$ cat src/rtl/gpreg_file_sb_pkg.sv
// Shared register-file definitions used by decode, issue and writeback.
package gpreg_file_sb_pkg;

  localparam int          GPR_DATA_W   = 8;
  localparam int          GPR_NUM_REGS = 32;
  localparam int          GPR_ADDR_W   = 5;
  localparam int unsigned ZERO_ADDR    = 0;

  // True when the address names a physically present register.
  function automatic logic addr_in_range(input logic [31:0] addr,
                                         input int unsigned num_regs);
    return (addr < num_regs);
  endfunction

  // True when a write or issue to this address has an architectural effect.
  function automatic logic addr_writable(input logic [31:0] addr,
                                         input int unsigned num_regs,
                                         input bit          zero_reg);
    return addr_in_range(addr, num_regs) && !(zero_reg && (addr == ZERO_ADDR));
  endfunction

endpackage

$ cat src/rtl/gpreg_file_sb_scoreboard.sv
// Per-register busy scoreboard: issue sets, writeback clears, and a
// same-cycle writeback masks the hazard seen by the read ports.
module gpreg_scoreboard
  import gpreg_file_sb_pkg::*;
#(
  parameter int NUM_REGS = GPR_NUM_REGS,
  parameter int ADDR_W   = GPR_ADDR_W,
  parameter bit ZERO_REG = 1'b1
) (
  input  logic              clk,
  input  logic              reset,
  input  logic              issue_en,
  input  logic [ADDR_W-1:0] issue_addr,
  input  logic              wr_en,
  input  logic [ADDR_W-1:0] wr_addr,
  input  logic [ADDR_W-1:0] ra_addr,
  input  logic [ADDR_W-1:0] rb_addr,
  output logic              ra_busy,
  output logic              rb_busy,
  output logic              busy_any
);

  logic [NUM_REGS-1:0] r_busy;
  logic [NUM_REGS-1:0] w_busy_nxt;
  logic                w_issue_ok;
  logic                w_clear_ok;

  assign w_issue_ok = issue_en && addr_writable(32'(issue_addr), NUM_REGS, ZERO_REG);
  assign w_clear_ok = wr_en    && addr_writable(32'(wr_addr),    NUM_REGS, ZERO_REG);

  // Next busy vector: a new issue overrides a writeback to the same register.
  always_comb begin
    w_busy_nxt = r_busy;
    for (int i = 0; i < NUM_REGS; i++) begin
      if (w_issue_ok && (32'(issue_addr) == 32'(i)))
        w_busy_nxt[i] = 1'b1;
      else if (w_clear_ok && (32'(wr_addr) == 32'(i)))
        w_busy_nxt[i] = 1'b0;
    end
  end

  // Busy vector register.
  always_ff @(posedge clk or posedge reset) begin
    if (reset) r_busy <= '0;
    else       r_busy <= w_busy_nxt;
  end

  // Hazard outputs: out-of-range is never busy, same-cycle writeback clears.
  always_comb begin
    ra_busy  = addr_in_range(32'(ra_addr), NUM_REGS) && r_busy[ra_addr] &&
               !(wr_en && (wr_addr == ra_addr));
    rb_busy  = addr_in_range(32'(rb_addr), NUM_REGS) && r_busy[rb_addr] &&
               !(wr_en && (wr_addr == rb_addr));
    busy_any = |r_busy;
  end

endmodule

$ cat src/rtl/gpreg_file_sb.sv
// General-purpose register file: two registered read ports with write-first
// forwarding, one write port, optional hardwired zero register, busy scoreboard.
// Read handshake: rd_en is a one-cycle request; rd_valid is high exactly one
// cycle later and ra_data/rb_data hold until the next accepted rd_en.
module gpreg_file_sb
  import gpreg_file_sb_pkg::*;
#(
  parameter int DATA_W   = GPR_DATA_W,
  parameter int NUM_REGS = GPR_NUM_REGS,
  parameter int ADDR_W   = GPR_ADDR_W,
  parameter bit ZERO_REG = 1'b1
) (
  input  logic              clk,
  input  logic              reset,
  input  logic              rd_en,
  input  logic [ADDR_W-1:0] ra_addr,
  input  logic [ADDR_W-1:0] rb_addr,
  output logic [DATA_W-1:0] ra_data,
  output logic [DATA_W-1:0] rb_data,
  output logic              rd_valid,
  input  logic              wr_en,
  input  logic [ADDR_W-1:0] wr_addr,
  input  logic [DATA_W-1:0] wr_data,
  input  logic              issue_en,
  input  logic [ADDR_W-1:0] issue_addr,
  output logic              ra_busy,
  output logic              rb_busy,
  output logic              busy_any
);

  logic [DATA_W-1:0] r_mem [NUM_REGS];
  logic [DATA_W-1:0] r_ra_data;
  logic [DATA_W-1:0] r_rb_data;
  logic              r_rd_valid;
  logic              w_wr_ok;
  logic [DATA_W-1:0] w_ra_val;
  logic [DATA_W-1:0] w_rb_val;

  assign w_wr_ok = wr_en && addr_writable(32'(wr_addr), NUM_REGS, ZERO_REG);

  // Storage array; ignored writes (out of range, zero register) never land.
  always_ff @(posedge clk or posedge reset) begin
    if (reset) begin
      for (int i = 0; i < NUM_REGS; i++) r_mem[i] <= '0;
    end else if (w_wr_ok) begin
      r_mem[wr_addr] <= wr_data;
    end
  end

  // Port A value: range, zero register, forwarding, then storage.
  always_comb begin
    w_ra_val = '0;
    if (!addr_in_range(32'(ra_addr), NUM_REGS))          w_ra_val = '0;
    else if (ZERO_REG && (ra_addr == ADDR_W'(ZERO_ADDR))) w_ra_val = '0;
    else if (w_wr_ok && (wr_addr == ra_addr))             w_ra_val = wr_data;
    else                                                  w_ra_val = r_mem[ra_addr];
  end

  // Port B value: same resolution order as port A.
  always_comb begin
    w_rb_val = '0;
    if (!addr_in_range(32'(rb_addr), NUM_REGS))          w_rb_val = '0;
    else if (ZERO_REG && (rb_addr == ADDR_W'(ZERO_ADDR))) w_rb_val = '0;
    else if (w_wr_ok && (wr_addr == rb_addr))             w_rb_val = wr_data;
    else                                                  w_rb_val = r_mem[rb_addr];
  end

  // Read output registers; data holds when no read is requested.
  always_ff @(posedge clk or posedge reset) begin
    if (reset) begin
      r_ra_data  <= '0;
      r_rb_data  <= '0;
      r_rd_valid <= 1'b0;
    end else begin
      r_rd_valid <= rd_en;
      if (rd_en) begin
        r_ra_data <= w_ra_val;
        r_rb_data <= w_rb_val;
      end
    end
  end

  assign ra_data  = r_ra_data;
  assign rb_data  = r_rb_data;
  assign rd_valid = r_rd_valid;

  gpreg_scoreboard #(
    .NUM_REGS (NUM_REGS),
    .ADDR_W   (ADDR_W),
    .ZERO_REG (ZERO_REG)
  ) u_scoreboard (
    .clk        (clk),
    .reset      (reset),
    .issue_en   (issue_en),
    .issue_addr (issue_addr),
    .wr_en      (wr_en),
    .wr_addr    (wr_addr),
    .ra_addr    (ra_addr),
    .rb_addr    (rb_addr),
    .ra_busy    (ra_busy),
    .rb_busy    (rb_busy),
    .busy_any   (busy_any)
  );

endmodule

$ cat config.mk
export PLATFORM = sky130hd
export DESIGN_NAME = gpreg_file_sb
export DESIGN_NICKNAME = d
export VERILOG_FILES = /design/src/rtl/gpreg_file_sb_pkg.sv /design/src/rtl/gpreg_file_sb_scoreboard.sv /design/src/rtl/gpreg_file_sb.sv
export SDC_FILE = /design/constraint.sdc
export NUM_CORES = 1
export LEC_CHECK = 0
export ABC_AREA = 1
export CAP_MARGIN = 10
export CORE_UTILIZATION = 25
export CTS_CLUSTER_DIAMETER = 80
export DETAILED_ROUTE_END_ITERATION = 16
export PLACE_DENSITY = 0.41
export SETUP_SLACK_MARGIN = 0.4
export SLEW_MARGIN = 5
export SYNTH_ARGS = -nofsm -noshare
export SYNTH_HDL_FRONTEND = slang
export SYNTH_SLANG_ARGS = --single-unit
$ cat constraint.sdc
create_clock -name clk -period 10 [get_ports clk]
set_clock_uncertainty 0.15 [all_clocks]
set_input_delay 2 -clock clk [delete_from_list [all_inputs] [get_ports clk]]
set_output_delay 2 -clock clk [all_outputs]
set_load 0.01 [all_outputs]
==> results of run 1 <==
final timing paths:
| check | cells past startpoint | slack, ps | end | start |
|---|---|---|---|---|
| max | 9 | 2660 | ra_busy | ra_addr[2] |
| min | 0 | 230 | r_mem[254] | r_mem[254] |
| max reg2reg | 10 | 8120 | ra_data[5] | r_mem[245] |
| min reg2reg | 0 | 230 | r_mem[254] | r_mem[254] |
| max in group asynchronous | 4 | 5860 | r_mem[73] | reset |
| min in group asynchronous | 2 | 1830 | r_mem[247] | reset |
kinds of logic after synthesis:
family	Yosys count
compound gates	560
buf+inv	370
simple gates	1268
flops	305
area by class of cell:
cell class | count | area, µm² | area share, %
multi-input combinational | 1828 | 8270 | 41.5
sequential | 305 | 7630 | 38.3
tap | 931 | 1160 | 5.85
clock buffer | 56 | 1130 | 5.68
timing repair buffer | 86 | 759 | 3.81
inverter | 187 | 711 | 3.57
clock inverter | 14 | 254 | 1.27
power groups by stage:
stage	Clock (mW)	Sequential, mW	Combinational [mW]
after CTS	1.59	1.66	0.800
after global placement	0	1.67	0.788
after floorplan	0	1.62	0.540
after global routing	1.64	1.69	0.906
final	1.55	1.66	0.799
after detailed placement	0	1.67	0.798
sequential cells by signal, indices dropped and copies added, names as in the netlist:
name,cells
rb_data,8
ra_data,8
u_scoreboard.r_busy,32
rd_valid,1
r_mem,256
metal layers:
metal	track usage, %	routed length (µm)	vias up
met2	32.5	32500	621
met3	3.56	4970	126
li1	-	-	8062
met1	28.7	33300	8071
met5	0	23	-
met4	7.41	2440	4
per-stage QoR:
stage | instances | utilization (%) | worst slack, ps | power (mW)
global placement | 3337 | 26.9 | 2580 | 2.46
detailed placement | 3337 | 26.9 | 2580 | 2.47
CTS | 3407 | 28.9 | 2580 | 4.04
global route | 3407 | 28.9 | 2520 | 4.23
floorplan | 2503 | - | 3790 | 2.16
finish | 3407 | 28.9 | 2660 | 4.00
worst register-to-register path, delay by kind of cell, from the launching register on:
kind | cells | cell delay [ps]
compound gates | 2 | 520
buf+inv | 1 | 80
flops | 1 | 360
simple gates | 7 | 660
placed cells by master, fill, tap and decap left out, types with 6 or more instances in the layout:
cell type,n
dfrtp_1,305
o21a_1,12
inv_1,166
nand4_1,9
clkbuf_1,10
nand3_1,280
o21ai_1,49
and3_1,6
nor2_4,8
a21oi_1,90
o21ai_0,352
bufinv_16,7
nor2_2,16
nor2_1,173
inv_2,17
clkdlybuf4s50_1,47
buf_4,35
clkbuf_16,41
nand2_1,763
o211ai_1,47
==> impl_metrics.tcl, run 1 <==
set metrics [dict create \
    place.gp.congestion 0.908 \
    cts_sinks 305 \
    swShare_pct 32.1 \
    hold_viol 0 \
    htreeDepth 2 \
    grt_overflow 0 \
    muxShareOfSynthArea_pct 0 \
    worstHoldPathType "flip-flop to flip-flop" \
    synth.cell_area_um2 17500 \
    min_period_ps 7340 \
    synth-compound-area-share_pct 17.1 \
    startpoint_type "input port" \
    antenna_found_initial 2 \
    worstPathCellList "clkdlybuf4s50_1 -> buf_4 -> inv_2 -> nor2_2 -> o211ai_1 -> nand4_1 -> nand2_1 -> nor2_1 -> clkdlybuf4s50_1" \
    final.setup.tns_ps 0 \
    nets 2480 \
    syn2layout_area_growth_pct 14.2 \
    num_vias 16900 \
    firstDrtPassIters 6 \
    critPathBufInv 4 \
    max_cap_violations 0 \
    die_h_um 266 \
    cts_tree "built" \
    syn_nets 2536 \
    grt_pass1_wl_mm 109 \
    drc_errors 0 \
    first_global_vias 16100 \
    syn_inst 2503 \
    cts-resized-gates 0 \
    cp_max_fo 21 \
    timing.hold.ws_ps 227 \
    arrival_ps 5190 \
    p_switching_mw 1.28 \
    required_ps 7850 \
    leakage_nw 8.72 \
    core_um2 68800 \
    fin_crit_sh_pct 73.4 \
    vias_per_cell 4.96 \
    slew-limit-headroom_pct 23.5 \
    drt-total-wl_mm 73.2 \
    cpLargestDelayFamily "buffers and inverters" \
    tightest_slew_ps 1140 \
    p_clk_share_pct 38.6 \
    path_clk_slew_ps 60 \
    synthTopCellsByCount "763 x nand2_1, 352 x o21ai_0, 305 x dfrtp_1" \
    synth_top_family_by_area "simple AND/OR/NAND/NOR gates" \
    cts_buffers 39 \
    final_antenna_net_count 0 \
    synth_xor_area_share_pct 0 \
    synth-seq-area-share_pct 43.7 \
    p_per_area_nw_per_um2 201 \
    seq_power_share_pct 41.4 \
    ys_types 31 \
    clk_latency_ps 560 \
    port-buffer-count 52 \
    p_comb_share_pct 20.0 \
    postCtsSetupBuffers 0 \
    die-area_um2 70900 \
    grt_max_degree 88 \
    rsz0062_at_grt "no" \
    ys_top_cells_by_area "dfrtp_1 44%, nand2_1 16%, o21ai_0 10%" \
    setup_violations 0 \
    design_area_um2 19900 \
    place_hpwl_mm 50.2 \
    yosys.area_share.simple_pct 30.3 \
    cts-root-buf "clkbuf_16" \
    n_antenna_cell 0 \
    ys_async_sr_fraction_pct 100 \
    p_int_mw 2.72 \
    crit_slowest_cell "nor2_2" \
    synth.most_common_cell "nand2_1" \
    nFillCells 7475 \
    yosysTopAreaCellShare_pct 43.7 \
    cts_hold_buf 0 \
    irDropWorstVdd_v 0.000124 \
    yosys.area.top_type "dfrtp_1" \
    avgSynthCellArea_um2 6.97 \
    status "completed" \
    clock.fmax_mhz 136 \
    worst-setup-path-type "input port to primary output" \
    drive_above_1_share_pct 6.06 \
    end_kind "primary output" \
    dpl_cell_area_um2 18500 \
    critPathMaxStageDelay_ps 840 \
    maxSlewViolCount 0 \
    avgRoutedWirePerCell_um 21.5 \
    grtUsageTotal_pct 20.8 \
    floorplan.rows 96 \
    ioPinCount 53 \
    synth_adder_area_share_pct 0 \
    synth_edf_count 0 \
    dr.first_iter.drc_count 1705 \
    ys_ff_latch 305 \
    crit_path_frequent_cell "clkdlybuf4s50_1" \
    synth_warnings 0 \
    cts_max_path_buffers 3 \
    start_util_pct 25.4 \
    synth_flop_cell "dfrtp_1" \
    die_w_um 266 \
]
Note: power is estimated with default switching activity, not from simulation.
==> inputs of run 2 (changes only) <==
PLACE_DENSITY = 0.39   (was 0.41)
clock period = 7.1 ns   (was 10 ns; I/O delays follow)
==> impl_metrics.tcl, run 2 (synthesized netlist as in run 1, its figures left out) <==
set metrics [dict create \
    fin_crit_sh_pct 82.8 \
    drt-total-wl_mm 76.9 \
    rr_endpoint "ra_data[5]" \
    critPathBufInv 3 \
    cpLargestDelayFamily "buffers and inverters" \
    cts-root-buf "clkbuf_16" \
    grt_use_met1_pct 30.3 \
    p_per_area_nw_per_um2 278 \
    final.setup.tns_ps 0 \
    nets 2489 \
    syn2layout_area_growth_pct 14.3 \
    crit_slowest_cell "clkdlybuf4s50_1" \
    max_cap_violations 0 \
    htreeDepth 2 \
    final_antenna_net_count 0 \
    min_period_ps 5880 \
    first_global_vias 16400 \
    reg2reg_depth 10 \
    drc_errors 0 \
    n_antenna_cell 0 \
    cts_sinks 305 \
    hold_end "r_mem[254]" \
    antenna_found_initial 1 \
    hold_depth 0 \
    path_clk_slew_ps 60 \
    dp.cells 3344 \
    avgRoutedWirePerCell_um 22.5 \
    status "completed" \
    grtUsageTotal_pct 21.9 \
    postCtsSetupBuffers 0 \
    clock.fmax_mhz 170 \
    worstPathCellList "clkdlybuf4s50_1 -> clkinv_1 -> o22ai_1 -> nor2_1 -> nand3_1 -> nand2_1 -> nor2_1 -> clkdlybuf4s50_1" \
    vias_per_cell 4.98 \
    dr.first_iter.drc_count 1860 \
    arrival_ps 4310 \
    cts_max_path_buffers 3 \
    cts-resized-gates 0 \
    die_w_um 266 \
    grt_pass1_wl_mm 114 \
    cp_max_fo 12 \
    port-buffer-count 52 \
    irDropWorstVdd_v 0.000164 \
    busiest_layer "met2" \
    cts_buffers 41 \
    final_cell_mix "763 x nand2_1, 352 x o21ai_0, 305 x dfrtp_1, 280 x nand3_1, 173 x nor2_1" \
    slew-limit-headroom_pct 24.0 \
    die-area_um2 70900 \
    drive_above_1_share_pct 6.28 \
    hold_viol 0 \
    place.gp.congestion 0.890 \
    maxSlewViolCount 0 \
    place_hpwl_mm 52.7 \
    stdcell_count 3417 \
    grt_max_degree 126 \
    num_vias 17000 \
    worstHoldPathType "flip-flop to flip-flop" \
    largest_reg_flops 256 \
    leakage_nw 8.74 \
    post-route-util_pct 29.0 \
    end_kind "primary output" \
    top_regs "r_mem x256, u_scoreboard.r_busy x32" \
    clk_latency_ps 580 \
    worst-setup-path-type "input port to primary output" \
    start_util_pct 25.4 \
    timing.rr.start "r_mem[245]" \
    cts_hold_buf 0 \
    core_um2 68800 \
    tightest_slew_ps 1140 \
    required_ps 5530 \
    use_met2_pct 34.6 \
    floorplan.rows 96 \
    grt_util_met3_pct 3.09 \
    grt_overflow 0 \
    crit_cells 8 \
    final_common_cell "nand2_1" \
    startpoint_type "input port" \
    r2r_slack_ps 5190 \
    largest-register "r_mem" \
    hp-start "r_mem[254]" \
    rsz0062_at_grt "no" \
    firstDrtPassIters 6 \
    die_h_um 266 \
    critPathMaxStageDelay_ps 930 \
    ioPinCount 53 \
    cts_tree "built" \
    setup_violations 0 \
]
## run 2: cell count changes in the layout (fill, tap and decap cells not counted), sizes merged
| cell | before | now |
|---|---|---|
| inv | 186 | 188 |
| clkinvlp | 3 | 2 |
| bufinv | 7 | 1 |
| clkbuf | 56 | 66 |
| buf | 39 | 46 |
| clkinv | 5 | 3 |
## run 2: final cells by class
type	instances	area, µm²
tap	931	1160
clock buffer	66	1250
sequential	305	7630
fill	7482	48900
multi-input combinational	1828	8270
timing repair buffer	93	837
clock inverter	7	73.8
inverter	187	711
## run 2: routing by layer
metal / wire [µm] / vias up
li1: - / 8078
met1: 34600 / 8194
met2: 34900 / 623
met3: 4660 / 126
met4: 2710 / 2
met5: 13 / -
## run 2: worst max path at each step
stage          startpoint  slack [ps]        to
3_5_place_dp   rb_addr[4]        1310   rb_busy
6_report       rb_addr[4]        1220   rb_busy
5_1_grt        rb_addr[4]        1120   rb_busy
2_1_floorplan       reset        1470  r_mem[0]
4_1_cts        rb_addr[4]        1300   rb_busy
3_3_place_gp   rb_addr[4]        1360   rb_busy
## run 2: per-stage QoR
step / area [µm²] / worst slack, ps / power (mW) / hold WS (ps)
2_1_floorplan: 17500 / 1470 / 3.04 / 279
3_3_place_gp: 18600 / 1360 / 3.48 / 223
3_5_place_dp: 18600 / 1310 / 3.49 / 218
4_1_cts: 19900 / 1300 / 5.61 / 231
5_1_grt: 19900 / 1120 / 5.87 / 238
6_report: 19900 / 1220 / 5.55 / 227
## run 2: where the power goes
part	leakage, nW	switching, mW	internal (mW)
Combinational	4.36	0.751	0.382
Clock	0.647	0.844	1.24
Sequential	3.74	0.243	2.09
Total	8.74	1.84	3.71
==> inputs of run 3 (changes only) <==
PLACE_DENSITY = 0.41   (was 0.39)
clock period = 4.9 ns   (was 7.1 ns; I/O delays follow)
==> impl_metrics.tcl, run 3 (synthesized netlist as in run 1, its figures left out) <==
set metrics [dict create \
    postCtsSetupBuffers 0 \
    cts_tree "built" \
    clock.fmax_mhz 225 \
    final-seq-area_um2 7630 \
    critPathBufInv 3 \
    avgRoutedWirePerCell_um 22.1 \
    r2r_slack_ps 3020 \
    die_h_um 266 \
    place_hpwl_mm 51.9 \
    cts_buffers 40 \
    drc_errors 0 \
    timing.rr.start "r_mem[55]" \
    p_per_area_nw_per_um2 398 \
    largest-register "r_mem" \
    htreeDepth 2 \
    reg2reg_depth 8 \
    dr.first_iter.drc_count 1739 \
    first_global_vias 16500 \
    cts_hold_buf 0 \
    vias_per_cell 5.01 \
    worstPathCellList "clkdlybuf4s50_1 -> inv_1 -> nand2_1 -> o21ai_0 -> nor2_1 -> nand3_1 -> nand2_1 -> nor2_1 -> clkdlybuf4s50_1" \
    drt-met1-wl_mm 34.8 \
    slew-limit-headroom_pct 24.1 \
    cts_max_path_buffers 3 \
    final_common_cell "nand2_1" \
    rsz0062_at_grt "no" \
    maxSlewViolCount 0 \
    antenna_found_initial 3 \
    port-buffer-count 52 \
    rr_endpoint "rb_data[7]" \
    cts_sinks 305 \
    grt_overflow 0 \
    leakage_nw 8.81 \
    crit_slowest_cell "clkdlybuf4s50_1" \
    post-route-util_pct 29.1 \
    clk_latency_ps 580 \
    min_period_ps 4440 \
    routed.top_layer "met5" \
    irDropWorstVdd_v 0.000185 \
    setup_violations 0 \
    nets 2503 \
    grt_pass1_wl_mm 113 \
    largest_reg_flops 256 \
    syn2layout_area_growth_pct 14.9 \
    multi_input_area_um2 8270 \
    crit_end "rb_busy" \
    tightest_slew_ps 1140 \
    place.gp.congestion 0.901 \
    cts-root-buf "clkbuf_16" \
    core_um2 68800 \
    arrival_ps 3310 \
    drt-total-wl_mm 76.0 \
    final_cell_mix "763 x nand2_1, 352 x o21ai_0, 305 x dfrtp_1, 280 x nand3_1, 173 x nor2_1" \
    final_antenna_net_count 0 \
    path_clk_slew_ps 50 \
    startpoint "rb_addr[3]" \
    die-area_um2 70900 \
    nFillCells 7545 \
    firstDrtPassIters 6 \
    status "completed" \
    worstHoldPathType "flip-flop to flip-flop" \
    timing.hold.ws_ps 229 \
    cpLargestDelayFamily "buffers and inverters" \
    final.setup.tns_ps 0 \
    worst-setup-path-type "input port to primary output" \
    preCtsSetupSlack_ps 485 \
    fin_crit_sh_pct 90.5 \
    grt_max_degree 99 \
    grtUsageTotal_pct 21.6 \
    cp_max_fo 6 \
    num_vias 17200 \
    top_regs "r_mem x256, u_scoreboard.r_busy x32" \
    floorplan.rows 96 \
    hp-start "r_mem[254]" \
    ioPinCount 53 \
    routed-wl-met3_mm 4.55 \
    met2WireLength_mm 34.3 \
    max_cap_violations 0 \
    startpoint_type "input port" \
    cts-resized-gates 0 \
    hold_viol 0 \
    start_util_pct 25.4 \
    critPathMaxStageDelay_ps 700 \
    die_w_um 266 \
    required_ps 3770 \
    setup_ws_ps 465 \
    end_kind "primary output" \
    drive_above_1_share_pct 6.93 \
    crit_cells 9 \
]
-- run 3: power by group --
group | internal, mW | switching, mW | leakage, nW
Sequential | 3.03 | 0.342 | 3.74
Clock | 1.77 | 1.20 | 0.640
Combinational | 0.563 | 1.08 | 4.44
Total | 5.36 | 2.62 | 8.81
-- run 3: layout make-up --
| class | instances | area share [%] |
|---|---|---|
| flip-flops and latches | 305 | 38.1 |
| well taps | 931 | 5.81 |
| multi-input cells | 1828 | 41.2 |
| repair buffers | 108 | 4.86 |
| clock buffers | 58 | 5.88 |
| clock inverters | 11 | 0.574 |
| inverters | 187 | 3.54 |
| diodes | 4 | 0.0499 |
-- run 3: through the flow --
| step | power (mW) | instances | instance area, µm² |
|---|---|---|---|
| 2_1_floorplan | 4.41 | 2503 | 17500 |
| 3_3_place_gp | 5.02 | 3359 | 18800 |
| 4_1_cts | 8.06 | 3428 | 20000 |
| 3_5_place_dp | 5.04 | 3359 | 18800 |
| 5_1_grt | 8.44 | 3428 | 20000 |
| 6_report | 7.98 | 3432 | 20100 |
-- run 3: worst min path at each step --
stage	cells past startpoint	to	slack, ps
6_report	0	r_mem[254]	230
5_1_grt	0	r_mem[254]	250
4_1_cts	0	r_mem[254]	240
3_5_place_dp	0	r_mem[254]	220
3_3_place_gp	0	r_mem[255]	220
2_1_floorplan	1	r_mem[254]	280
-- run 3: metal layers --
layer  up-vias  GRT usage [%]
met5         -              0
met4         4           6.97
met3       132           3.44
met2       597           33.9
met1      8365           30.0
li1       8104              -
==> patch: new RTL, settings of run 3 <==
`ZERO_REG` is set to 1'b1 in 2 places; all go to 1'b0.
--- a/src/rtl/gpreg_file_sb_scoreboard.sv
+++ b/src/rtl/gpreg_file_sb_scoreboard.sv
@@ -5,7 +5,7 @@
 #(
   parameter int NUM_REGS = GPR_NUM_REGS,
   parameter int ADDR_W   = GPR_ADDR_W,
-  parameter bit ZERO_REG = 1'b1
+  parameter bit ZERO_REG = 1'b0
 ) (
   input  logic              clk,
   input  logic              reset,
--- a/src/rtl/gpreg_file_sb.sv
+++ b/src/rtl/gpreg_file_sb.sv
@@ -8,7 +8,7 @@
   parameter int DATA_W   = GPR_DATA_W,
   parameter int NUM_REGS = GPR_NUM_REGS,
   parameter int ADDR_W   = GPR_ADDR_W,
-  parameter bit ZERO_REG = 1'b1
+  parameter bit ZERO_REG = 1'b0
 ) (
   input  logic              clk,
   input  logic              reset,
Function: changed (a bounded check fails within 4 cycles, from zero or initial values and one cycle with reset high).
==> patch against run 3 <==
  * Routed wire length increased by 1.8%
  * Worst hold slack improved by 110 ps
  * Sequential cell count unchanged
  * Synthesized area up 4.4%
  * Worst setup slack improved by 110 ps
  * Non-clock buffer count is 1 lower
  * Cell area is 3.2% higher
  * Largest power group unchanged
  * Total power up 2.4%
==> patch: results (changes against run 3) <==
peak ir drop on the vdd network 0.000269 V (was 0.000185 V); Hold Startpoint rb_data[7] (was r_mem[254]); dpl cells 3536 (was 3359); WL final 77400 um (was 76000 um); gpl congestion 0.867 (was 0.901); average via count per standard cell 4.93 (was 5.01); number of diodes 0 (was 4); endpoint arrival time on the critical path 3200 ps (was 3310 ps); Post-synth top cells nand2_1, nand3_1, o21ai_0 (was nand2_1, o21ai_0, dfrtp_1); initial detailed-routing violation count 1717 (was 1739); wire length of the first global-routing pass 116000 um (was 113000 um); combined global-route utilization of all metal layers 21.0% (was 21.6%); reg2reg end ra_data[6] (was rb_data[7]); Unique masters post-synth 34 (was 31); clock buffers created by TritonCTS 39 (was 40); sequential share of the synthesized area 41.9% (was 43.7%); Worst R2R Start r_mem[86] (was r_mem[55]); delay of the slowest critical-path stage 590 ps (was 700 ps); post-synth net total 2690 (was 2536); maximum number of pins on one net before global-route repair 74 (was 99); static leakage 9.50 nW (was 8.81 nW); total via count after detailed routing 17700 (was 17200); result of the run completed (unchanged); cells taking the most area after synthesis dfrtp_1, nand2_1, nand3_1, o21ai_0, inv_1 (was dfrtp_1, nand2_1, o21ai_0, nand3_1, nor2_1); ratio of cells with drive above 1 in the final layout 6.79% (was 6.93%); reg-to-reg slack, setup 3200 ps (was 3020 ps); vias in the first global route 17100 (was 16500); maximum fanout encountered on the critical timing path 25 (was 6)
## patch: final cells by class
cell class | instances | area, um2
Multi-Input combinational cell | 1865 | 8480
Clock inverter | 7 | 77.6
Sequential cell | 305 | 7630
Fill cell | 7906 | 51000
Clock buffer | 57 | 1150
Inverter | 309 | 1180
Timing Repair Buffer | 107 | 972
Tap cell | 950 | 1190
## patch: worst max-delay path by stage
stage                           from  endpoint  slack (ps)  depth (start not counted)
after detailed placement  ra_addr[3]   ra_busy         490                          6
final                     rb_addr[1]   rb_busy         570                          9
after floorplan                reset  r_mem[0]        -290                          1
after global placement    ra_addr[3]   ra_busy         530                          6
after CTS                 ra_addr[3]   ra_busy         480                          6
after global routing      rb_addr[1]   rb_busy         430                          9
## patch: logic make-up (layout without fill, tap and decap cells)
group / count (synthesis) / after routing / synth area share (%)
DFF: 305 / 305 / 41.9
AOI/OAI and AO/OA: 409 / 409 / 11.4
buffers and inverters: 487 / 480 / 11.5
and+or+nand+nor: 1455 / 1455 / 35.1
xor gates and xnor gates: 1 / 1 / 0.0481
## patch: timing repair
action	4_1_cts	5_1_grt
setup endpoints to repair	0	1
endpoints found under the hold margin	0	0
gates resized for setup	0	1
## patch: worst max-delay path, delay by kind of cell
kind / cells / cell delay (ps)
AND/OR/NAND/NOR: 4 / 600
AO/OA/AOI/OAI: 2 / 290
buffers and inverters: 3 / 1280
## patch: per-stage QoR
| stage | worst slack [ps] | util (%) | cell area, um2 | hold WS, ps |
|---|---|---|---|---|
| 2_1_floorplan | -287 | - | 18200 | 319 |
| 3_3_place_gp | 533 | 27.1 | 19500 | 329 |
| 3_5_place_dp | 491 | 27.1 | 19500 | 325 |
| 4_1_cts | 479 | 28.8 | 20700 | 340 |
| 5_1_grt | 431 | 28.8 | 20700 | 380 |
| 6_report | 570 | 28.8 | 20700 | 340 |
## patch: power breakdown
part	leakage, nW	switching (W)	internal (W)
registers	3.49	0.000260	0.00309
clock network	0.605	0.00120	0.00168
logic	5.41	0.00134	0.000617
## patch: metal layers
metal | share of wire, % | global-route usage, % | routed length [um]
met5 | 0 | 0 | 0
met4 | 3.0 | 6.79 | 2310
met3 | 5.3 | 2.61 | 4100
met2 | 46 | 33.4 | 35500
met1 | 46 | 29.3 | 35500
